$ cat config.mk
export PLATFORM = sky130hd
export DESIGN_NAME = iack_sequencer
export DESIGN_NICKNAME = d
export VERILOG_FILES = /design/src/rtl/m68kwb_pkg.sv /design/src/rtl/iack_timer.sv /design/src/rtl/iack_sequencer.sv
export SDC_FILE = /design/constraint.sdc
export NUM_CORES = 1
export LEC_CHECK = 0
export CORE_MARGIN = 2
export CORE_UTILIZATION = 45
export DETAILED_ROUTE_END_ITERATION = 7
export PLACE_DENSITY_LB_ADDON = 0.1
export SYNTH_ARGS = -nofsm -noshare
export SYNTH_HDL_FRONTEND = slang
export SYNTH_SLANG_ARGS = --single-unit
$ cat constraint.sdc
create_clock -name wb_clk_i -period 2.68 [get_ports wb_clk_i]
set_clock_uncertainty 0.1 [all_clocks]
set_input_delay 0.402 -clock wb_clk_i [delete_from_list [all_inputs] [get_ports wb_clk_i]]
set_output_delay 0.402 -clock wb_clk_i [all_outputs]
set_load 0.02 [all_outputs]
$ cat src/rtl/m68kwb_pkg.sv
// rtl/m68kwb_pkg.sv - shared encodings and constants for the 68000 bus-side helpers
package m68kwb_pkg;

    typedef enum logic [2:0] {
        ST_IDLE = 3'd0,
        ST_ACK  = 3'd1,
        ST_HOLD = 3'd2,
        ST_SPUR = 3'd3,
        ST_TMO  = 3'd4,
        ST_REL  = 3'd5
    } iack_state_e;

    localparam logic [7:0] SPURIOUS_VEC_DEF = 8'd24;
    localparam logic [7:0] AUTOVEC_BASE     = 8'd24;

endpackage

$ cat src/rtl/iack_timer.sv
// rtl/iack_timer.sv - 8-bit loadable down-counter that stops at zero
module iack_timer (
    input  logic       clk,
    input  logic       rst_n,
    input  logic       load_i,
    input  logic [7:0] load_val_i,
    output logic       expired_o
);

    logic [7:0] count_q;
    logic [7:0] count_d;

    always_comb begin
        count_d = count_q;
        if (load_i) begin
            count_d = load_val_i;
        end else if (count_q != 8'd0) begin
            count_d = count_q - 8'd1;
        end
    end

    always_ff @(posedge clk or negedge rst_n) begin
        if (!rst_n) begin
            count_q <= 8'd0;
        end else begin
            count_q <= count_d;
        end
    end

    assign expired_o = (count_q == 8'd0);

endmodule

$ cat src/rtl/iack_sequencer.sv
// rtl/iack_sequencer.sv - 68000 interrupt-acknowledge sequencer; IACK_AUTOVEC_EN turns timeouts into autovector requests
module iack_sequencer
    import m68kwb_pkg::*;
#(
    parameter int         TIMEOUT      = 16,
    parameter logic [7:0] SPURIOUS_VEC = SPURIOUS_VEC_DEF
) (
    input  logic       wb_clk_i,
    input  logic       wb_reset_n_i,
    input  logic       cpu_iack_i,
    input  logic [2:0] cpu_lvl_i,
    output logic [7:0] cpu_vec_o,
    output logic       cpu_dtack_o,
    output logic       cpu_avec_o,
    input  logic [2:0] ic_ipl_i,
    output logic       ic_int_ack_o,
    input  logic [7:0] ic_dat_i,
    input  logic       ic_ack_ni,
    output logic [7:0] spur_cnt_o
);

`ifdef IACK_AUTOVEC_EN
    localparam bit AUTOVEC = 1'b1;
`else
    localparam bit AUTOVEC = 1'b0;
`endif

    localparam logic [7:0] TIMER_LOAD = 8'(TIMEOUT - 1);

    iack_state_e state_q, state_d;
    logic [7:0]  vec_q, vec_d;
    logic        seen_low_q, seen_low_d;
    logic [7:0]  spur_cnt_q, spur_cnt_d;
    logic [7:0]  cpu_vec_q, cpu_vec_d;
    logic        dtack_q, dtack_d;
    logic        avec_q, avec_d;
    logic        int_ack_q, int_ack_d;
    logic        timer_load;
    logic        timer_expired;

    iack_timer u_timer (
        .clk        (wb_clk_i),
        .rst_n      (wb_reset_n_i),
        .load_i     (timer_load),
        .load_val_i (TIMER_LOAD),
        .expired_o  (timer_expired)
    );

    always_comb begin
        state_d    = state_q;
        vec_d      = vec_q;
        timer_load = 1'b0;
        case (state_q)
            ST_IDLE: begin
                // seen_low blocks re-acceptance of an IACK that was already high across reset
                if (cpu_iack_i && seen_low_q) begin
                    if ((ic_ipl_i == 3'd0) || (ic_ipl_i != cpu_lvl_i)) begin
                        state_d = ST_SPUR;
                    end else begin
                        state_d    = ST_ACK;
                        timer_load = 1'b1;
                    end
                end
            end
            ST_ACK: begin
                if (!cpu_iack_i) begin
                    state_d = ST_REL;
                end else if (!ic_ack_ni) begin
                    vec_d   = ic_dat_i;
                    state_d = ST_HOLD;
                end else if (timer_expired) begin
                    state_d = ST_TMO;
                end
            end
            ST_HOLD, ST_SPUR, ST_TMO: begin
                if (!cpu_iack_i) begin
                    state_d = ST_REL;
                end
            end
            ST_REL:  state_d = ST_IDLE;
            default: state_d = ST_IDLE;
        endcase
    end

    always_comb begin
        seen_low_d = seen_low_q;
        if (!cpu_iack_i) begin
            seen_low_d = 1'b1;
        end else if ((state_q == ST_IDLE) && (state_d != ST_IDLE)) begin
            seen_low_d = 1'b0;
        end

        spur_cnt_d = spur_cnt_q;
        if (((state_d == ST_SPUR) || (state_d == ST_TMO)) && (state_d != state_q)
            && (spur_cnt_q != 8'hFF)) begin
            spur_cnt_d = spur_cnt_q + 8'd1;
        end

        // Outputs are decoded from the next state so they come straight off flops
        int_ack_d = (state_d == ST_ACK) || (state_d == ST_HOLD);
        dtack_d   = (state_d == ST_HOLD) || (state_d == ST_SPUR) || ((state_d == ST_TMO) && !AUTOVEC);
        avec_d    = (state_d == ST_TMO) && AUTOVEC;
        cpu_vec_d = 8'd0;
        if (state_d == ST_HOLD) begin
            cpu_vec_d = vec_d;
        end else if ((state_d == ST_SPUR) || ((state_d == ST_TMO) && !AUTOVEC)) begin
            cpu_vec_d = SPURIOUS_VEC;
        end
    end

    always_ff @(posedge wb_clk_i or negedge wb_reset_n_i) begin
        if (!wb_reset_n_i) begin
            state_q    <= ST_IDLE;
            vec_q      <= 8'd0;
            seen_low_q <= 1'b0;
            spur_cnt_q <= 8'd0;
            cpu_vec_q  <= 8'd0;
            dtack_q    <= 1'b0;
            avec_q     <= 1'b0;
            int_ack_q  <= 1'b0;
        end else begin
            state_q    <= state_d;
            vec_q      <= vec_d;
            seen_low_q <= seen_low_d;
            spur_cnt_q <= spur_cnt_d;
            cpu_vec_q  <= cpu_vec_d;
            dtack_q    <= dtack_d;
            avec_q     <= avec_d;
            int_ack_q  <= int_ack_d;
        end
    end

    assign cpu_vec_o    = cpu_vec_q;
    assign cpu_dtack_o  = dtack_q;
    assign ic_int_ack_o = int_ack_q;
    assign spur_cnt_o   = spur_cnt_q;
`ifdef IACK_AUTOVEC_EN
    assign cpu_avec_o   = avec_q;
`else
    assign cpu_avec_o   = 1'b0;
`endif

endmodule

==> impl_metrics.tcl, run 1 <==
set metrics [dict create \
    run_status "complete, no violations" \
    worstHoldPathType "flip-flop to flip-flop" \
    criticalPathCategory "flip-flop to flip-flop" \
    area_growth_syn_to_layout_pct 35.64 \
    ys_seq_area_frac 0.5260 \
    number_of_levels_the_h_tree_was_split_into 2 \
    rsz0062_at_grt "true" \
    setup_tns_ns 0 \
    top_area_cell_type_share_of_the_netlist_area 0.5260 \
    grt_pass1_vias 1363 \
    clk-insertion-delay-late_ns 0.29 \
    final_cell_count_no_fill 268 \
    path_depth 6 \
    min_delay_path_depth 1 \
    syn-mean-instance-area_um2 11.02 \
    critical_path.reg2reg.endpoint "spur_cnt_o[1]" \
    antennaDiodeCount 0 \
    p_leak_nw 1.094 \
    worst_r2r_path_depth 6 \
    regToRegSetupSlack_ns 0.05 \
    post_synth_instance_area_um2 1808 \
    via_per_inst 5.104 \
    number_of_remaining_drc_errors 0 \
    gp_congestion 0.7701 \
    clk_pin_slew_ns 0.08 \
    wire_per_inst_um 13.58 \
    globalRoute.totalOverflow 0 \
    finish.net_count 237 \
    cp_top_family "simple AND/OR/NAND/NOR gates" \
    synth-async-reset-ratio 1.000 \
    ant_nets 0 \
    final.period_utilization 0.9805 \
    synth.yosys.warnings 0 \
    gr-usage-all-layers 0.1841 \
    grt_start_max_net_pins 39 \
    drv_slew 0 \
    dieHeight_um 67.39 \
    post_route_cells_drive_above_1_share 0.2064 \
    worst-slew-pin-transition_ns 0.6787 \
    core_region_area_um2 3943 \
    netlist_top_cells_area "sky130_fd_sc_hd__dfrtp_1 (53%), sky130_fd_sc_hd__mux2_2 (6.2%), sky130_fd_sc_hd__xnor2_1 (3.9%)" \
    clock_tree_from_tritoncts "built" \
    clock_sinks 38 \
    timing.rr.start "u_timer.count_q[6]" \
    yosysMostFrequentCell "sky130_fd_sc_hd__dfrtp_1" \
    place.detailed.instances 257 \
    syn-instance-count 164 \
    initial_utilization 0.4586 \
    synth_nets 184 \
    hold_path.startpoint "spur_cnt_o[5]" \
    layout.cell_area.non_filler_um2 2452 \
    worstHoldEndpoint "spur_cnt_o[5]" \
    start_kind "flip-flop" \
    count_of_state_elements_after_synthesis 38 \
    grt_antenna_before_repair 0 \
    largest_fanout_on_the_critical_path 7 \
    routed_vias 1368 \
    max_freq_ghz 0.3806 \
    vdd_ir_drop_max_v 0.0006376 \
    synth_largest_area_cell "sky130_fd_sc_hd__dfrtp_1" \
    netlist-cell-type-count 37 \
    timing.critical_path.buf_inv 0 \
    critPathSlowestCell "sky130_fd_sc_hd__or4_4" \
    die_area_um2 4541 \
    power-per-cell-area_nw_per_um2 1143 \
    cp-end-kind "flip-flop" \
    synth-edff-count 0 \
    drtPass1Iterations 4 \
    cts_buffer_count 5 \
    grt_first_pass_wirelength_um 6037 \
    timing.critical_path.required_ns 2.75 \
    primary_ff_master_synth "sky130_fd_sc_hd__dfrtp_1" \
    boundaryPins 37 \
    dpl.hpwl_um 2668 \
    placed_inst_area_um2 2296 \
    timing.critical_path.slowest_cell_delay_ns 0.58 \
    slew-limit-headroom 0.5441 \
    hold_violations 0 \
    root_buffer "sky130_fd_sc_hd__clkbuf_8" \
    drt_iter0_drc 45 \
    rows 23 \
    cts-hold-fix-buffers 0 \
    timing.max_cap.violations 0 \
    fp.dieW_um 67.39 \
    path_cells "or4_4 -> or3_4 -> a21oi_4 -> o21ai_2 -> a311oi_4 -> mux2_2" \
    critPathArrivalTime_ns 2.70 \
    synth_common_cells "sky130_fd_sc_hd__dfrtp_1 (38), sky130_fd_sc_hd__nand2_1 (17), sky130_fd_sc_hd__and3_1 (11)" \
    cts_buffer_depth 2 \
    port-buffer-count 35 \
    timing.final.crit_period_ns 2.628 \
    finalSetupViolCount 0 \
    final_routed_wirelength_um 3639 \
]
[what timing repair did]
action	in CTS	in global routing
endpoints found under the setup margin	6	6
setup buffers	1	2
pin swaps	2	7
resized for setup	3	4
[stage by stage]
stage | setup slack (ns) | power [mW] | util | hold slack [ns]
global route | -0.04681 | 3.016 | 0.6220 | 0.4088
CTS | 0.003955 | 2.746 | 0.6106 | 0.3974
global placement | -0.02983 | 2.224 | 0.5824 | 0.3754
detailed placement | -0.1279 | 2.302 | 0.5824 | 0.3806
floorplan | 0.03674 | 1.798 | - | 0.006409
finish | 0.05236 | 2.803 | 0.6220 | 0.3913
[cells in the final DEF, fill, tap and decap left out, types with 6 or more instances in the layout]
| master | netlist | final |
|---|---|---|
| sky130_fd_sc_hd__nand2_1 | 17 | 17 |
| sky130_fd_sc_hd__clkbuf_8 | 0 | 6 |
| sky130_fd_sc_hd__dfrtp_1 | 38 | 38 |
| sky130_fd_sc_hd__inv_1 | 6 | 6 |
| sky130_fd_sc_hd__mux2_2 | 10 | 10 |
| sky130_fd_sc_hd__and3_1 | 11 | 11 |
| sky130_fd_sc_hd__xor2_1 | 6 | 6 |
| sky130_fd_sc_hd__nand2b_1 | 8 | 8 |
| sky130_fd_sc_hd__nor2_1 | 8 | 8 |
| sky130_fd_sc_hd__buf_4 | 1 | 16 |
| sky130_fd_sc_hd__xnor2_1 | 8 | 8 |
| sky130_fd_sc_hd__clkdlybuf4s50_1 | 0 | 35 |
[cell families (layout without fill, tap and decap cells)]
group / after synthesis / after routing / share of synthesized area
AOI/OAI and AO/OA: 18 / 18 / 0.07889
xor gates and xnor gates: 14 / 14 / 0.06782
adders and majority gates: 2 / 2 / 0.01384
buffers and inverters: 11 / 65 / 0.02491
DFF: 38 / 38 / 0.5260
muxes: 11 / 11 / 0.07059
other: 1 / 1 / 0.002074
and+or+nand+nor: 69 / 69 / 0.2159
[cell type report]
cell class	count	area, µm²
Timing Repair Buffer	51	470.5
Fill cell	317	1490
Tap cell	50	62.56
Inverter	6	22.52
Clock buffer	6	82.58
Clock inverter	2	12.51
Sequential cell	38	950.9
Multi-Input combinational cell	115	850.8
[registers in the layout, summed over array words and instances (netlist names)]
register / flops
ic_int_ack_o: 1
u_timer.count_q: 8
spur_cnt_o: 8
seen_low_q: 1
cpu_vec_o: 8
vec_q: 8
state_q: 3
cpu_dtack_o: 1
[worst reg2reg max path, stage by stage, from the launching register on]
cell and delay (ns):
sky130_fd_sc_hd__dfrtp_1 0.40, sky130_fd_sc_hd__or4_4 0.58, sky130_fd_sc_hd__or3_4 0.39, sky130_fd_sc_hd__a21oi_4 0.15, sky130_fd_sc_hd__o21ai_2 0.10, sky130_fd_sc_hd__a311oi_4 0.41
sky130_fd_sc_hd__mux2_2 0.38
[worst max path at each step]
stage                  startpoint             to  slack, ns
2_1_floorplan  u_timer.count_q[3]  spur_cnt_o[1]       0.04
5_1_grt        u_timer.count_q[6]  spur_cnt_o[5]      -0.05
3_5_place_dp           cpu_iack_i  spur_cnt_o[1]      -0.13
6_report       u_timer.count_q[6]  spur_cnt_o[1]       0.05
4_1_cts        u_timer.count_q[3]  spur_cnt_o[1]      0.004
3_3_place_gp           cpu_iack_i  spur_cnt_o[1]      -0.03
[report_power, final]
part / internal (mW) / switching (mW) / total [mW]
Combinational: 0.711 / 0.683 / 1.39
Clock: 0.207 / 0.196 / 0.403
Sequential: 0.814 / 0.192 / 1.01
Total: 1.73 / 1.07 / 2.80
[layer usage]
metal / vias to the layer above / share of wire / track usage
met5: - / 0 / 0
met4: 0 / 0.016 / 0.09694
met2: 34 / 0.49 / 0.2995
met1: 659 / 0.44 / 0.2209
li1: 671 / - / -
met3: 4 / 0.045 / 0.05333
(Power assumes the default switching activity.)
==> run 2, diff against run 1 <==
Settings changed: CTS_BUF_LIST set to sky130_fd_sc_hd__clkbuf_16.
==> run 2 against run 1 <==
Combinational power about the same. Wire length increased by 2.4%. Global-route usage increased by 0.28 points. Hold slack got worse by 0.0017 ns. Sequential power about the same. Total power increased by 5.5%. First-iteration DRC count unchanged. Critical path depth unchanged. Final cell count increased by 0.37%.
==> impl_metrics.tcl, run 2 (synthesized netlist as in run 1, its figures left out) <==
set metrics [dict create \
    run_status "complete, no violations" \
    rows 23 \
    cp-end-kind "flip-flop" \
    hold_slack_ns 0.3896 \
    timing.max_cap.violations 0 \
    finalSetupViolCount 0 \
    final_total_pwr_mw 2.958 \
    start_kind "flip-flop" \
    drt_iter0_drc 45 \
    routed_vias 1369 \
    gr-usage-all-layers 0.1870 \
    critPathArrivalTime_ns 2.73 \
    path_cells "or4_4 -> or3_4 -> a21oi_4 -> o21ai_2 -> a311oi_4 -> mux2_2" \
    final_cell_count_no_fill 269 \
    critPathSlowestCell "sky130_fd_sc_hd__or4_4" \
    cts-hold-fix-buffers 0 \
    timing.final.ws_setup_ns 0.01080 \
    max_freq_ghz 0.3746 \
    wire_per_inst_um 13.86 \
    worstHoldPathType "flip-flop to flip-flop" \
    grt_antenna_before_repair 0 \
    clock_sinks 38 \
    initial_utilization 0.4586 \
    placement.setup.worst_slack_ns -0.1279 \
    antennaDiodeCount 0 \
    hold_violations 0 \
    grt_start_max_net_pins 39 \
    timing.critical_path.slowest_cell_delay_ns 0.58 \
    vdd_ir_drop_max_v 0.0005854 \
    final_routed_wirelength_um 3727 \
    boundaryPins 37 \
    number_of_remaining_drc_errors 0 \
    layout.core_utilization 0.6344 \
    grt_pass1_vias 1418 \
    die_area_um2 4541 \
    cts_buffer_depth 2 \
    leading_cell_type_in_the_layout_fill_and_taps_excluded "sky130_fd_sc_hd__dfrtp_1" \
    via_per_inst 5.089 \
    largest_fanout_on_the_critical_path 7 \
    place.detailed.instances 257 \
    fp.dieW_um 67.39 \
    grt_first_pass_wirelength_um 6230 \
    timing.critical_path.required_ns 2.74 \
    globalRoute.totalOverflow 0 \
    slew-limit-headroom 0.5476 \
    dpl.hpwl_um 2668 \
    number_of_levels_the_h_tree_was_split_into 2 \
    gp_congestion 0.7701 \
    drtPass1Iterations 4 \
    cts_buffer_count 5 \
    clock_tree_from_tritoncts "built" \
    finish.net_count 238 \
    criticalPathCategory "flip-flop to flip-flop" \
    root_buffer "sky130_fd_sc_hd__clkbuf_16" \
    rsz0062_at_grt "true" \
    drv_slew 0 \
    clk_pin_slew_ns 0.05 \
    nFillCells 313 \
    core_region_area_um2 3943 \
    post_route_cells_drive_above_1_share 0.2100 \
    timing.final.crit_period_ns 2.669 \
    clk-insertion-delay-late_ns 0.27 \
    final_cell_mix "sky130_fd_sc_hd__dfrtp_1 (38), sky130_fd_sc_hd__clkdlybuf4s50_1 (35), sky130_fd_sc_hd__buf_4 (17)" \
    p_leak_nw 1.117 \
    dieHeight_um 67.39 \
    power-per-cell-area_nw_per_um2 1183 \
    port-buffer-count 35 \
    area_growth_syn_to_layout_pct 38.34 \
    worst-slew-pin-transition_ns 0.6734 \
    final.period_utilization 0.9960 \
    ant_nets 0 \
]
run 2: worst paths after layout:
check	slack [ns]	cells after the start	endpoint	start
setup / recovery	0.01	6	spur_cnt_o[1]	u_timer.count_q[6]
hold / removal	0.39	1	spur_cnt_o[5]	spur_cnt_o[5]
setup reg to reg	0.01	6	spur_cnt_o[1]	u_timer.count_q[6]
hold reg to reg	0.39	1	spur_cnt_o[5]	spur_cnt_o[5]
max in group asynchronous	1.71	2	spur_cnt_o[6]	wb_reset_n_i
min in group asynchronous	0.45	2	vec_q[1]	wb_reset_n_i
run 2: layout make-up:
type	count	area [µm²]	area share
sequential	38	950.9	0.3802
clock buffer	5	125.1	0.05002
multi-input combinational	115	845.8	0.3382
tap	50	62.56	0.02501
inverter	6	22.52	0.009004
clock inverter	3	16.27	0.006503
timing repair buffer	52	478.0	0.1911
run 2: critical path: cells and delay by family (launching register included):
family | cells | cell delay (ns)
muxes | 1 | 0.38
AOI/OAI and AO/OA | 3 | 0.65
DFF | 1 | 0.38
and+or+nand+nor | 2 | 1.03
run 2: what timing repair did:
item / in CTS / in global routing
gates resized for setup: 3 / 4
endpoints found under the setup margin: 6 / 8
pin swaps: 2 / 11
gates cloned: 0 / 0
setup buffers: 1 / 3
run 2: through the flow:
stage / instance area (µm²) / setup TNS, ns
5_1_grt: 2501 / -0.2751
4_1_cts: 2454 / 0
2_1_floorplan: 1808 / 0
3_3_place_gp: 2296 / -0.06172
3_5_place_dp: 2296 / -0.4874
6_report: 2501 / 0
run 2: routing by layer:
layer  GRT usage  wire [µm]  vias to the layer above
met4     0.09184         44                        0
met5           0          0                        -
met1      0.2220       1603                      650
met2      0.3218       1913                       35
li1            -          -                      678
met3     0.03833        165                        6
run 2: report_power, final:
group	leakage, nW	internal, mW	total (mW)	switching, mW
clock network	0.0672	0.339	0.550	0.211
logic	0.576	0.714	1.40	0.686
registers	0.474	0.816	1.01	0.193
total	1.12	1.87	2.96	1.09
